$ cat config.mk
export PLATFORM = sky130hd
export DESIGN_NAME = alu_rs
export DESIGN_NICKNAME = d
export VERILOG_FILES = /design/src/rtl/alu_rs.sv
export SDC_FILE = /design/constraint.sdc
export NUM_CORES = 1
export LEC_CHECK = 0
export CAP_MARGIN = 25
export CORE_UTILIZATION = 36
export CTS_BUF_LIST = sky130_fd_sc_hd__clkbuf_8 sky130_fd_sc_hd__clkbuf_16
export DETAILED_ROUTE_END_ITERATION = 7
export HOLD_SLACK_MARGIN = 0.05
export SKIP_CTS_REPAIR_TIMING = 1
export SLEW_MARGIN = 0
export SYNTH_ARGS = -nofsm -noshare
export SYNTH_HDL_FRONTEND = slang
export SYNTH_SLANG_ARGS = --single-unit
$ cat constraint.sdc
create_clock -name clk -period 11.2 [get_ports clk]
set_input_delay 2.24 -clock clk [delete_from_list [all_inputs] [get_ports clk]]
set_output_delay 2.24 -clock clk [all_outputs]
set_load 0.005 [all_outputs]
$ cat src/rtl/alu_rs.sv
// ALU reservation station: holds ops until CDB-snooped operands are complete, oldest-ready first.
// Issue->ex_valid is 2 edges with ready operands; a stalled ex_ready holds ex_* and frees nothing.
module alu_rs #(
  parameter int                ENTRIES = 4,
  parameter int                LOCK_W  = 4,
  parameter int                DATA_W  = 32,
  parameter int                OP_W    = 5,
  parameter logic [LOCK_W-1:0] NO_LOCK = '1
) (
  input  logic              clk,
  input  logic              rst,
  input  logic              flush,
  input  logic              iss_valid,
  output logic              iss_ready,
  input  logic [OP_W-1:0]   iss_op,
  input  logic [LOCK_W-1:0] iss_qj,
  input  logic [DATA_W-1:0] iss_vj,
  input  logic [LOCK_W-1:0] iss_qk,
  input  logic [DATA_W-1:0] iss_vk,
  input  logic [LOCK_W-1:0] iss_dest,
  input  logic [LOCK_W-1:0] cdb_alu_index,
  input  logic [DATA_W-1:0] cdb_alu_result,
  input  logic [LOCK_W-1:0] cdb_lsm_index,
  input  logic [DATA_W-1:0] cdb_lsm_result,
  output logic              ex_valid,
  input  logic              ex_ready,
  output logic [OP_W-1:0]   ex_op,
  output logic [DATA_W-1:0] ex_a,
  output logic [DATA_W-1:0] ex_b,
  output logic [LOCK_W-1:0] ex_dest
);

  localparam int IDX_W = $clog2(ENTRIES);
  localparam int AGE_W = IDX_W + 1;
  localparam logic [AGE_W-1:0] AGE_MAX = '1;

  logic [ENTRIES-1:0] busy_q, busy_d;
  logic [OP_W-1:0]    op_q   [ENTRIES];
  logic [OP_W-1:0]    op_d   [ENTRIES];
  logic [LOCK_W-1:0]  qj_q   [ENTRIES];
  logic [LOCK_W-1:0]  qj_d   [ENTRIES];
  logic [DATA_W-1:0]  vj_q   [ENTRIES];
  logic [DATA_W-1:0]  vj_d   [ENTRIES];
  logic [LOCK_W-1:0]  qk_q   [ENTRIES];
  logic [LOCK_W-1:0]  qk_d   [ENTRIES];
  logic [DATA_W-1:0]  vk_q   [ENTRIES];
  logic [DATA_W-1:0]  vk_d   [ENTRIES];
  logic [LOCK_W-1:0]  dest_q [ENTRIES];
  logic [LOCK_W-1:0]  dest_d [ENTRIES];
  logic [AGE_W-1:0]   age_q  [ENTRIES];
  logic [AGE_W-1:0]   age_d  [ENTRIES];

  logic              ex_valid_q;
  logic [OP_W-1:0]   ex_op_q;
  logic [DATA_W-1:0] ex_a_q, ex_b_q;
  logic [LOCK_W-1:0] ex_dest_q;

  logic [ENTRIES-1:0] rdy;
  logic               free_found, any_rdy;
  logic [IDX_W-1:0]   free_idx, sel_idx;
  logic [AGE_W-1:0]   sel_age;
  logic               iss_fire, out_load;
  logic [LOCK_W-1:0]  iss_qj_n, iss_qk_n;
  logic [DATA_W-1:0]  iss_vj_n, iss_vk_n;

  assign iss_ready = ~&busy_q;
  assign iss_fire  = iss_valid && iss_ready;
  assign out_load  = (!ex_valid_q || ex_ready) && any_rdy;

  always_comb begin
    rdy        = '0;
    free_found = 1'b0;
    free_idx   = '0;
    any_rdy    = 1'b0;
    sel_idx    = '0;
    sel_age    = '0;
    for (int i = 0; i < ENTRIES; i++) begin
      rdy[i] = busy_q[i] && (qj_q[i] == NO_LOCK) && (qk_q[i] == NO_LOCK);
      if (!busy_q[i] && !free_found) begin
        free_found = 1'b1;
        free_idx   = IDX_W'(i);
      end
      if (rdy[i] && (!any_rdy || age_q[i] > sel_age)) begin
        any_rdy = 1'b1;
        sel_idx = IDX_W'(i);
        sel_age = age_q[i];
      end
    end
  end

  // Same-cycle broadcast of an issued tag would otherwise be missed forever.
  always_comb begin
    iss_qj_n = iss_qj;
    iss_vj_n = iss_vj;
    iss_qk_n = iss_qk;
    iss_vk_n = iss_vk;
    if (iss_qj != NO_LOCK && iss_qj == cdb_alu_index) begin
      iss_qj_n = NO_LOCK;
      iss_vj_n = cdb_alu_result;
    end else if (iss_qj != NO_LOCK && iss_qj == cdb_lsm_index) begin
      iss_qj_n = NO_LOCK;
      iss_vj_n = cdb_lsm_result;
    end
    if (iss_qk != NO_LOCK && iss_qk == cdb_alu_index) begin
      iss_qk_n = NO_LOCK;
      iss_vk_n = cdb_alu_result;
    end else if (iss_qk != NO_LOCK && iss_qk == cdb_lsm_index) begin
      iss_qk_n = NO_LOCK;
      iss_vk_n = cdb_lsm_result;
    end
  end

  always_comb begin
    busy_d = busy_q;
    op_d   = op_q;
    qj_d   = qj_q;
    vj_d   = vj_q;
    qk_d   = qk_q;
    vk_d   = vk_q;
    dest_d = dest_q;
    age_d  = age_q;
    for (int i = 0; i < ENTRIES; i++) begin
      if (busy_q[i]) begin
        if (qj_q[i] != NO_LOCK && qj_q[i] == cdb_alu_index) begin
          qj_d[i] = NO_LOCK;
          vj_d[i] = cdb_alu_result;
        end else if (qj_q[i] != NO_LOCK && qj_q[i] == cdb_lsm_index) begin
          qj_d[i] = NO_LOCK;
          vj_d[i] = cdb_lsm_result;
        end
        if (qk_q[i] != NO_LOCK && qk_q[i] == cdb_alu_index) begin
          qk_d[i] = NO_LOCK;
          vk_d[i] = cdb_alu_result;
        end else if (qk_q[i] != NO_LOCK && qk_q[i] == cdb_lsm_index) begin
          qk_d[i] = NO_LOCK;
          vk_d[i] = cdb_lsm_result;
        end
        // Issue ages everyone up, dispatch closes the gap above the leaver; both cancel.
        if (iss_fire && !(out_load && age_q[i] > sel_age)) begin
          if (age_q[i] != AGE_MAX) age_d[i] = age_q[i] + 1'b1;
        end else if (!iss_fire && out_load && age_q[i] > sel_age) begin
          age_d[i] = age_q[i] - 1'b1;
        end
        if (out_load && sel_idx == IDX_W'(i)) busy_d[i] = 1'b0;
      end
    end
    if (iss_fire) begin
      busy_d[free_idx] = 1'b1;
      op_d[free_idx]   = iss_op;
      qj_d[free_idx]   = iss_qj_n;
      vj_d[free_idx]   = iss_vj_n;
      qk_d[free_idx]   = iss_qk_n;
      vk_d[free_idx]   = iss_vk_n;
      dest_d[free_idx] = iss_dest;
      age_d[free_idx]  = '0;
    end
    if (flush) busy_d = '0;
  end

  always_ff @(posedge clk) begin
    if (rst) busy_q <= '0;
    else     busy_q <= busy_d;
    op_q   <= op_d;
    qj_q   <= qj_d;
    vj_q   <= vj_d;
    qk_q   <= qk_d;
    vk_q   <= vk_d;
    dest_q <= dest_d;
    age_q  <= age_d;
  end

  always_ff @(posedge clk) begin
    if (rst || flush) begin
      ex_valid_q <= 1'b0;
      ex_op_q    <= '0;
      ex_a_q     <= '0;
      ex_b_q     <= '0;
      ex_dest_q  <= NO_LOCK;
    end else if (out_load) begin
      ex_valid_q <= 1'b1;
      ex_op_q    <= op_q[sel_idx];
      ex_a_q     <= vj_q[sel_idx];
      ex_b_q     <= vk_q[sel_idx];
      ex_dest_q  <= dest_q[sel_idx];
    end else if (ex_ready) begin
      ex_valid_q <= 1'b0;
    end
  end

  assign ex_valid = ex_valid_q;
  assign ex_op    = ex_op_q;
  assign ex_a     = ex_a_q;
  assign ex_b     = ex_b_q;
  assign ex_dest  = ex_dest_q;

endmodule

==> run metrics <==
status=complete, no violations; DP Area=27800 sq um; Max-Cap Viols=0; FP Rows=96; # setup viols final=0; critical path class=reg2reg; Worst Hold Class=reg2reg; Critical Path End Type=flop; # H-tree levels=2; port buffer count=232; Fin Hold WS=0.499 ns; worst skew pair latency=0.62 ns; worst path bufs/invs=2; I/O pin cnt=233; Mapped Area=25200 sq um; Gate Count Post-Synth=3063; top-area cell type share of the netlist area=0.300; Reg2Reg Depth=28; drt pass-1 iters=6; crit share post-route=0.743; first-pass GRT wire length=171 mm; post-synthesis net count=3250; Yosys Warn Count=0; slew at the pin closest to its max-slew limit=1.16 ns; DRC viols=0; Sink Count=414; Clock Skew=0.0350 ns; die area=71100 sq um; final wirelength=117 mm; Vias=27000; vias in the first global route=26500; commonest non-fill, non-tap cell in the layout=dfxtp_1; Async SR Flop Fraction=0; DR vias/cell=6.77; PwrDens=144 nW/um^2; Clk Tree Root Cell=clkbuf_16; Final Hold Violating Endpoints=0; Die Y=267 um; Seq cells post-synth=414; required time of the critical path=11.68 ns; Initial DRC Count=3680; CTS tree=done; wire length per cell=29.3 um; Max Root-Sink Buffers=3; RSZ-0062 raised after global routing=false; Hold Crit Start=ex_dest[3]$_SDFFE_PP1P_; Slew HR=0.228; total track usage=0.317; Avg Cell Area, Syn=8.23 sq um; FF-to-FF End=age_q[4]$_DFF_P_; largest net degree at the start of global routing=90; EDFF count, synth=36; share of post-route cells with drive strength above 1=0.0832; Crit. path cell count=28; ranking of synthesized cells by area=dfxtp_1, a221o_1, clkbuf_1; Setup TNS Final=0 ns; R2R setup slack=2.87 ns; Critical Path Sink=age_q[4]$_DFF_P_; leading area contributor after synthesis=dfxtp_1; Die Wd=267 um; CP peak stage delay=0.87 ns; Seq/Total Area, Yosys=0.343; total leakage power=11.0 nW; f_max=120 MHz; number of fill cells=6791; Setup crit start=qj_q[14]$_DFF_P_; initial antenna violation count=10; initial core utilization=0.366; Syn-to-layout area delta=17.3%; Final nets=3201; Final Wtd Congestion=0.919; commonest cells after routing, fill and taps aside=dfxtp_1, o21ai_0, clkdlybuf4s50_1, nand2_1, nor2_1; Final Critical Period=8.33 ns; Routed Antenna Nets=0; post-synth cell types=63; most common cell type on the critical path=ha_1; Core Footprint=68900 sq um; kind of cell adding the most delay to the critical path=compound AO/OA/AOI/OAI gates; GRT overflow=0; Reg-to-Reg Start=qj_q[14]$_DFF_P_; crit path max fanout=36; Top FF cell, synth=dfxtp_1; HPWL after DPL=64.9 mm; CTS Buf Count=47; Critical Path Slowest Stage Cell=o21ai_4; CP startpoint kind=flop; Worst VDD drop=0.104 mV; WP data arrival=8.80 ns; Max Slew Vio Count=0; fin area=29600 sq um; Clock Pin Slew Worst Setup and Hold Paths=0.06 ns
==> cell families (layout without fill, tap and decap cells) <==
group	Yosys count	after routing	synth area share
AO/OA/AOI/OAI	1251	1251	0.349
AND/OR/NAND/NOR	709	709	0.132
flip-flops	414	414	0.343
buffers and inverters	410	399	0.0628
multiplexers	170	170	0.0707
XOR/XNOR	80	80	0.0278
adder cells (fa/ha/maj)	29	29	0.0144
other	0	8	0
==> state kept, by name, indices dropped and copies added (netlist names) <==
register	flops
dest_q	16
ex_dest	4
qj_q	16
vk_q	128
op_q	20
age_q	12
qk_q	16
busy_q	4
ex_valid	1
ex_op	5
ex_a	32
vj_q	128
ex_b	32
==> worst min-delay path, cell delays in order, from the launching register on <==
cell and delay [ns]:
dfxtp_1 0.31, nor2_1 0.10, a31oi_1 0.04
==> Yosys cell counts, types with 16 or more instances <==
master and instances:
xnor2_1 46, a41oi_1 69, edfxtp_1 36, nand3_1 91
nand2_1 225, mux2_2 66, a21oi_1 185, buf_2 28
o22ai_1 65, ha_1 29, mux2i_1 104, nand4_1 18
a2bb2oi_1 72, o21ai_0 253, a221o_1 129, a221oi_1 34
xor2_1 34, buf_1 16, a211oi_1 69, and3_1 81
o211ai_1 78, nor2_1 195, a31oi_1 74, a21o_1 37
a21boi_0 75, nand3b_1 32, inv_1 20, dfxtp_1 378
a22o_1 65, clkbuf_1 342
==> worst min path at each step <==
stage | to | slack, ns | depth (start not counted)
global placement | vk_q[116]$_DFF_P_ | 0.49 | 1
detailed placement | ex_dest[2]$_SDFFE_PP1P_ | 0.49 | 2
finish | ex_dest[3]$_SDFFE_PP1P_ | 0.50 | 2
CTS | ex_dest[3]$_SDFFE_PP1P_ | 0.50 | 2
floorplan | age_q[0]$_DFF_P_ | 0.46 | 1
global route | ex_dest[1]$_SDFFE_PP1P_ | 0.53 | 2
==> per-layer routing <==
layer,vias up,global-route usage,part of all wire
met5,-,0,0
met4,0,0.166,0.048
met3,432,0.0931,0.12
met2,1971,0.485,0.44
met1,13100,0.402,0.39
li1,11500,-,-
==> report_power, final <==
part	switching, mW	internal (mW)	total, mW
combinational	0.487	0.399	0.885
sequential	0.117	1.66	1.77
clock	0.684	0.925	1.61
==> metrics by stage <==
| step | utilization | power [mW] | std cells | setup WS, ns |
|---|---|---|---|---|
| 2_1_floorplan | - | 2.37 | 3063 | 4.84 |
| 3_3_place_gp | 0.403 | 2.61 | 3889 | 3.27 |
| 3_5_place_dp | 0.404 | 2.65 | 3891 | 3.12 |
| 4_1_cts | 0.427 | 4.24 | 3978 | 3.06 |
| 5_1_grt | 0.429 | 4.40 | 3991 | 2.35 |
| 6_report | 0.429 | 4.27 | 3991 | 2.87 |
==> layout make-up <==
class | instances | area [sq um] | share of cell area
multi-input combinational | 2239 | 15200 | 0.513
sequential | 414 | 8650 | 0.293
timing repair buffer | 290 | 2890 | 0.0976
clock buffer | 62 | 1410 | 0.0475
tap | 931 | 1160 | 0.0394
clock inverter | 25 | 180 | 0.00609
inverter | 22 | 83.8 | 0.00283
antenna | 8 | 20.0 | 0.000677
Note: power is estimated with default switching activity, not from simulation.
